[src/rtl/booth_mult_seq_if.sv]
// Start/done handshake and operand/product bus for the sequential Booth multiplier.
interface booth_mult_seq_if #(
  parameter int unsigned WIDTH = 32
);
  logic                 start;
  logic                 signed_mode;
  logic [WIDTH-1:0]     q;
  logic [WIDTH-1:0]     m;
  logic                 busy;
  logic                 done;
  logic [2*WIDTH-1:0]   p;

  modport master (
    output start, signed_mode, q, m,
    input  busy, done, p
  );

  modport slave (
    input  start, signed_mode, q, m,
    output busy, done, p
  );
endinterface

[src/rtl/booth_mult_seq.sv]
// Sequential Booth multiplier, WIDTH x WIDTH -> 2*WIDTH, signed or unsigned.
// Operands are extended to WIDTH+2 bits so one Booth recoding covers both modes.
// Build option BOOTH_RADIX4_EN selects radix-4 (modified Booth, two bits per
// cycle); otherwise radix-2 (one bit per cycle).
module booth_mult_seq #(
  parameter int unsigned WIDTH = 32
) (
  input  logic             clk,
  input  logic             rst,
  booth_mult_seq_if.slave  bus
);

  localparam int unsigned XW = WIDTH + 2;
`ifdef BOOTH_RADIX4_EN
  // Accumulator carries one extra bit so +/-2M never wraps.
  localparam int unsigned AW = WIDTH + 3;
  localparam int unsigned N  = XW / 2;
`else
  localparam int unsigned AW = XW;
  localparam int unsigned N  = XW;
`endif
  localparam int unsigned PW = 2 * WIDTH;
  localparam int unsigned CW = $clog2(N);

  typedef enum logic [1:0] {
    IDLE = 2'd0,
    RUN  = 2'd1,
    DONE = 2'd2
  } state_t;

  state_t          state_q, state_d;
  logic [AW-1:0]   a_q, a_d;
  logic [XW-1:0]   qr_q, qr_d;
  logic            qm1_q, qm1_d;
  logic [XW-1:0]   m_q, m_d;
  logic [CW-1:0]   cnt_q, cnt_d;
  logic            busy_q, busy_d;
  logic            done_q, done_d;
  logic [PW-1:0]   p_q, p_d;

  logic [AW-1:0]   a_sum;
  logic [AW-1:0]   a_sh;
  logic [XW-1:0]   q_sh;
  logic            qm1_sh;

  // Sign- or zero-extend an operand to the internal width.
  function automatic logic [XW-1:0] ext(input logic [WIDTH-1:0] x, input logic sm);
    return sm ? {{2{x[WIDTH-1]}}, x} : {2'b00, x};
  endfunction

`ifdef BOOTH_RADIX4_EN
  logic [AW-1:0] m_w;
  logic [AW-1:0] m2_w;

  // One radix-4 iteration: recode {Q[1:0],q-1}, add, arithmetic shift by 2.
  always_comb begin
    m_w  = {m_q[XW-1], m_q};
    m2_w = {m_q, 1'b0};
    case ({qr_q[1:0], qm1_q})
      3'b001, 3'b010: a_sum = a_q + m_w;
      3'b011:         a_sum = a_q + m2_w;
      3'b100:         a_sum = a_q - m2_w;
      3'b101, 3'b110: a_sum = a_q - m_w;
      default:        a_sum = a_q;
    endcase
    a_sh   = {{2{a_sum[AW-1]}}, a_sum[AW-1:2]};
    q_sh   = {a_sum[1:0], qr_q[XW-1:2]};
    qm1_sh = qr_q[1];
  end
`else
  // One radix-2 iteration: recode {Q[0],q-1}, add, arithmetic shift by 1.
  always_comb begin
    case ({qr_q[0], qm1_q})
      2'b01:   a_sum = a_q + m_q;
      2'b10:   a_sum = a_q - m_q;
      default: a_sum = a_q;
    endcase
    a_sh   = {a_sum[AW-1], a_sum[AW-1:1]};
    q_sh   = {a_sum[0], qr_q[XW-1:1]};
    qm1_sh = qr_q[0];
  end
`endif

  // Next-state and register update logic; outputs follow the next state.
  always_comb begin
    state_d = state_q;
    a_d     = a_q;
    qr_d    = qr_q;
    qm1_d   = qm1_q;
    m_d     = m_q;
    cnt_d   = cnt_q;
    p_d     = p_q;

    case (state_q)
      IDLE: begin
        if (bus.start) begin
          m_d     = ext(bus.m, bus.signed_mode);
          qr_d    = ext(bus.q, bus.signed_mode);
          a_d     = '0;
          qm1_d   = 1'b0;
          cnt_d   = CW'(N - 1);
          state_d = RUN;
        end
      end
      RUN: begin
        a_d   = a_sh;
        qr_d  = q_sh;
        qm1_d = qm1_sh;
        cnt_d = cnt_q - CW'(1);
        if (cnt_q == '0) begin
          p_d     = PW'({a_sh, q_sh});
          state_d = DONE;
        end
      end
      DONE: begin
        state_d = IDLE;
      end
      default: begin
        state_d = IDLE;
      end
    endcase

    busy_d = (state_d != IDLE);
    done_d = (state_d == DONE);
  end

  // State and datapath registers with synchronous reset.
  always_ff @(posedge clk) begin
    if (rst) begin
      state_q <= IDLE;
      a_q     <= '0;
      qr_q    <= '0;
      qm1_q   <= 1'b0;
      m_q     <= '0;
      cnt_q   <= '0;
      busy_q  <= 1'b0;
      done_q  <= 1'b0;
      p_q     <= '0;
    end else begin
      state_q <= state_d;
      a_q     <= a_d;
      qr_q    <= qr_d;
      qm1_q   <= qm1_d;
      m_q     <= m_d;
      cnt_q   <= cnt_d;
      busy_q  <= busy_d;
      done_q  <= done_d;
      p_q     <= p_d;
    end
  end

  assign bus.busy = busy_q;
  assign bus.done = done_q;
  assign bus.p    = p_q;

endmodule
[src/flat_wrapper.sv]
// flat-port wrapper written by rule: the top's interface ports become plain ports
module booth_mult_seq_flat 
#(
  parameter int unsigned WIDTH = 32
)
  (clk, rst, bus_start, bus_signed_mode, bus_q, bus_m, bus_busy, bus_done, bus_p);
  booth_mult_seq_if #(.WIDTH(WIDTH)) bus_i ();
  input  logic clk;
  input  logic rst;
  input wire logic [$bits(bus_i.start)-1:0] bus_start;
  input wire logic [$bits(bus_i.signed_mode)-1:0] bus_signed_mode;
  input wire logic [$bits(bus_i.q)-1:0] bus_q;
  input wire logic [$bits(bus_i.m)-1:0] bus_m;
  output wire logic [$bits(bus_i.busy)-1:0] bus_busy;
  output wire logic [$bits(bus_i.done)-1:0] bus_done;
  output wire logic [$bits(bus_i.p)-1:0] bus_p;
  assign bus_i.start = bus_start;
  assign bus_i.signed_mode = bus_signed_mode;
  assign bus_i.q = bus_q;
  assign bus_i.m = bus_m;
  assign bus_busy = bus_i.busy;
  assign bus_done = bus_i.done;
  assign bus_p = bus_i.p;
  booth_mult_seq #(.WIDTH(WIDTH)) u_core (.clk(clk), .rst(rst), .bus(bus_i));
endmodule
[config.mk]
export PLATFORM = sky130hd
export DESIGN_NAME = booth_mult_seq_flat
export DESIGN_NICKNAME = d
export VERILOG_FILES = /design/src/rtl/booth_mult_seq_if.sv /design/src/rtl/booth_mult_seq.sv /design/src/flat_wrapper.sv
export SDC_FILE = /design/constraint.sdc
export NUM_CORES = 1
export LEC_CHECK = 0
export CAP_MARGIN = 10
export CORE_MARGIN = 1.5
export CORE_UTILIZATION = 55
export DETAILED_ROUTE_END_ITERATION = 8
export PLACE_DENSITY = 0.81
export SETUP_SLACK_MARGIN = 0.15
export SLEW_MARGIN = 20
export SYNTH_ARGS = -nofsm -noshare
export SYNTH_HDL_FRONTEND = slang
export SYNTH_SLANG_ARGS = --single-unit
[constraint.sdc]
create_clock -name clk -period 6.9 [get_ports clk]
set_input_delay 1.035 -clock clk [delete_from_list [all_inputs] [get_ports clk]]
set_output_delay 1.035 -clock clk [all_outputs]
set_load 0.02 [all_outputs]
Word level (Yosys, flattened, before mapping). Cells that the tools add are included. Widths: inputs -> output; s select.

Register bits: 177. Latch bits: 0. Bits in writable memories: 0. ROM bits: 0. Input bits: 68. Word-level logic and storage cells: 38. Memories kept: 0.

Add/subtract/negate cells: 3. Multipliers: 0. Div/mod/pow operators: 0. Magnitude comparators: 0. Equality and inequality tests: 5. Shift-type cells: 0. Mux-type cells: 14. Bitwise logic cells: 0. Reductions and logical operators: 7.

Operator list (count): $pmux 34 s2 (3); $mux 34 (4); $add 34x34->34 (1); $sub 34x34->34 (1); $pmux 6 s2 (1); $logic_not 6->1 (1); $mux 6 (1); $reduce_and 2->1 (3); $sub 6x1->6 const B (1); $eq 2x1->1 const B (2); $eq 2x2->1 const B (2); $mux 2 (2); $pmux 2 s2 (1); $reduce_bool 2->1 (2); $logic_not 2->1 (1); $ne 2x2->1 const B (1); $pmux 1 s2 (1); $mux 1 (1).

Logic depth before layout (Yosys ltp).
Depth in word-level cells: 4. Mapped depth: 18. Gate-level depth less buffers: 17.

Least setup slack after synthesis. Ideal clock, no wire load.

Path kind: flip-flop to flip-flop. From: register u_core.m_q[6]. To: register u_core.a_q[32]. Arrival time: 4.013 ns. Data required time: 6.777 ns. Path slack: 2.764 ns. Cell stages (with the launch flop): 15. Cells stage by stage: dfxtp_1 > or4_1 > nor3_2 > nand2_1 > nor2_1 > a31oi_1 > xnor2_1 > ha_1 > a21o_1 > a2111o_1 > or3_1 > a221o_1 > a211oi_2 > mux2i_1 > mux2_1.

Longest elaborated chain between the ends: 3. Elaborated cells between the ends (all ways): 4. Classes of those cells: add/sub (2); mux (2).

RTL lines: start, declared (RTL line booth_mult_seq.sv:35) `logic [XW-1:0] m_q, m_d;`; start signal, assigned (RTL line booth_mult_seq.sv:144) `m_q <= m_d;`; $sub 34x34->34 or $add 34x34->34 (tied branches) (RTL line booth_mult_seq.sv:75, booth_mult_seq.sv:74); $pmux 34 s2 * (RTL line booth_mult_seq.sv:73) `case ({qr_q[0], qm1_q})`; $pmux 34 s2 * (RTL line booth_mult_seq.sv:94) `case (state_q)`; end signal, assigned (RTL line booth_mult_seq.sv:131) `a_q <= '0;`; end signal, assigned (RTL line booth_mult_seq.sv:141) `a_q <= a_d;`; end, declared (RTL line booth_mult_seq.sv:32) `logic [AW-1:0] a_q, a_d;`.

Mark *: on every way between the ends. The rest lies on a longest branch, timed or not. A chain may end at the register's enable or synchronous reset.

Worst setup path after layout. Same ends and word-level chain as after synthesis.

==> results.py <==
metrics = {
    "detailed_routing": {
        "route.detailed.drc": 0,
        "wl_per_cell_microns": 16.0,
        "drt_first_pass_iters": 5,
        "wl_mm": 24.8,
        "vias": 8952,
        "avgViaCountPerCell": 5.79,
        "ant_nets": 0,
        "drt_iter0_drc": 810,
    },
    "finish": {
        "fin_area_sq_um": 11300,
        "instances_no_fill": 1547,
        "drive_gt1_share_pct": 4.75,
        "syn2layout_area_growth_pct": 21.9,
        "antennaDiodeCount": 0,
        "final_core_util_pct": 68.4,
        "fin_nets": 1419,
    },
    "synthesis": {
        "yosysWarnings": 0,
        "yosysSeqAreaShare_pct": 37.6,
        "synth.avg_cell_area_sq_um": 7.59,
        "synth_top_family_by_area": "compound AO/OA/AOI/OAI gates",
        "syn_nets": 1332,
        "synth_area_sq_um": 9310,
        "synthArstFlopShare_pct": 0,
        "synth_area_leader_cell": "dfxtp_1",
        "synth_compound_area_share_pct": 24.2,
        "synth_edf_count": 0,
        "netlist.area_leader.share_pct": 37.6,
        "synth.area.mux_share_pct": 1.22,
        "synth-xor-area-share_pct": 4.99,
        "ys.flop_type": "dfxtp_1",
        "ys_ff_latch": 175,
        "synth.distinct_cells": 68,
        "netlist_instances": 1227,
        "yosys.area_share.adder_pct": 5.05,
        "synth_simple_gate_area_share_pct": 21.3,
        "synth_area_leaders": "dfxtp_1 (38%), a21oi_1 (8.4%), nand2_1 (7.7%)",
    },
    "setup_path": {
        "required_ns": 7.22,
        "rrSetupSlack_ns": 2.17,
        "reg2reg_depth": 16,
        "worstReg2RegStart": "u_core.m_q[6]",
        "worstSetupEndpointType": "flop",
        "path_max_fanout": 6,
        "cp-start-kind": "flop",
        "crit_type": "flop to flop",
        "cp.arrival_ns": 5.06,
        "r2r-end": "u_core.a_q[32]",
    },
    "worst_hold_path": {
        "hp-start": "u_core.qr_q[8]",
        "hold_depth": 2,
        "hold_end": "u_core.bus.p[7]",
        "hp-class": "flop to flop",
    },
    "clock_network": {
        "cts-root-buf": "clkbuf_16",
        "holdBufCountCts": 0,
        "cts_tree": "yes",
        "cts_resized": 0,
        "clk_path_buf_depth": 2,
        "h-tree-depth": 4,
        "clock-sinks": 175,
        "insertion_delay_ns": 0.43,
        "clk_pin_slew_ns": 0.07,
        "postCtsSetupBuffers": 0,
        "numCtsBuffers": 17,
    },
    "timing": {
        "finalHoldWorstSlack_ns": 0.452,
        "period_share_pct": 68.6,
        "tns_ns": 0,
        "fin_ws_ns": 2.17,
        "max_freq_mhz": 211,
        "period_needed_ns": 4.73,
        "worstMarginPinSlew_ns": 0.920,
        "skew_ns": 0.0114,
        "max-slew-margin-rel_pct": 37.1,
        "drv_slew": 0,
        "rsz0062_at_grt": "no",
        "hold_viol": 0,
        "setup_violations": 0,
    },
    "placement": {
        "detailed_place_hpwl_mm": 17.3,
        "portBuffers": 133,
        "placed_cells": 1515,
        "gp_congestion": 0.906,
        "pre_cts_ws_ns": 2.22,
        "place_area_sq_um": 10700,
    },
    "pwr": {
        "power.total_mw": 3.34,
        "leakage_nw": 4.38,
        "vdd_ir_drop_max_mv": 0.218,
        "power.density_nw_per_um2": 295,
    },
    "global_routing": {
        "grt_pass1_vias": 7893,
        "antenna_found_initial": 0,
        "grt.overflow.total": 0,
        "grt_pass1_wl_mm": 40.2,
        "grt_max_degree": 87,
        "grt.total_usage_pct": 27.9,
    },
    "floorplanning": {
        "core_area_sq_um": 16600,
        "die_y_microns": 133,
        "start_util_pct": 56.1,
        "ios": 134,
        "fp-row-count": 47,
        "dieArea_sq_um": 17700,
        "die_w_microns": 133,
    },
    "status": {
        "status": "complete, no violations",
    },
    "run": {
        "drv_cap": 0,
    },
}
## worst max-delay path by stage
stage	from	endpoint	slack, ns	cells after the start
after floorplan	u_core.m_q[6]	u_core.a_q[32]	2.76	14
after global routing	u_core.m_q[6]	u_core.a_q[32]	1.83	16
after global placement	u_core.m_q[6]	u_core.a_q[32]	2.27	16
after detailed placement	u_core.m_q[6]	u_core.a_q[32]	2.22	16
after CTS	u_core.m_q[6]	u_core.a_q[32]	2.21	16
final	u_core.m_q[6]	u_core.a_q[32]	2.17	16
## cells in the mapped netlist, types with 11 or more instances
cell and instances:
dfxtp_1 175, ha_1 36, clkbuf_1 65, a31oi_1 17, xor2_1 11, a22oi_1 14
a21o_1 15, a211oi_1 41, nor3_1 29, inv_1 57, nor2_1 163, a21oi_1 157
nand2_1 192, nand3_1 15, o21ai_0 38, xnor2_1 42
## cells in the final DEF, fill, tap and decap left out, drive strengths merged, types with 17 or more instances in the layout
cell	Yosys	routed
a211oi	42	42
xnor2	42	42
o21ai	40	40
clkdlybuf4s50	0	132
dfxtp	175	175
ha	36	36
a21oi	159	159
nor3	31	31
nand2	192	192
clkbuf	65	17
nor2	163	163
inv	57	64
a31oi	17	17
## flip-flops by register name, summed over array words and instances, names as in the netlist
signal	cells
u_core.bus.done	1
u_core.qm1_q	1
u_core.m_q	33
u_core.bus.p	64
u_core.state_q	2
u_core.bus.busy	1
u_core.qr_q	34
u_core.a_q	33
u_core.cnt_q	6
## logic make-up (layout without fill, tap and decap cells)
group                    count (synthesis)  in the layout
flip-flops                             175            175
AO/OA/AOI/OAI                          356            356
AND/OR/NAND/NOR                        462            462
adder cells (fa/ha/maj)                 37             37
multiplexers                            11             11
XOR/XNOR                                53             53
buffers and inverters                  133            233
## worst max-delay path: stages (launching register included)
cell      delay, ns
dfxtp_1        0.36
or4_1          0.57
nor3_2         0.21
nand2_1        0.09
nor2_1         0.30
nand2_1        0.12
nor3b_1        0.48
a21oi_1        0.17
xnor2_1        0.33
ha_1           0.36
a21oi_1        0.18
nor2_1         0.05
a211o_1        0.22
a221o_1        0.43
a211oi_2       0.22
mux2i_1        0.22
mux2_1         0.33
## power breakdown
part | leakage [nW] | internal, mW | switching (mW) | total [mW]
clock network | 0.303 | 0.585 | 0.450 | 1.04
logic | 2.65 | 0.433 | 0.689 | 1.12
registers | 1.43 | 1.11 | 0.0776 | 1.19
## final cells by class
cell class                      count  area [sq um]
Timing Repair Buffer              144          1410
Inverter                           57           214
Sequential cell                   175          3500
Multi-Input combinational cell    919          5320
Clock buffer                       17           425
Fill cell                        1442          5240
Clock inverter                     15           204
Tap cell                          220           275
## layer usage
layer  vias up  share of wire (%)  track usage (%)
met5         -                  0                0
li1       4436                  -                -
met2       356                 43             40.9
met3        19                7.2             4.11
met4         0                1.1             7.37
met1      4141                 49             42.8
Note: power is estimated with default switching activity, not from simulation.
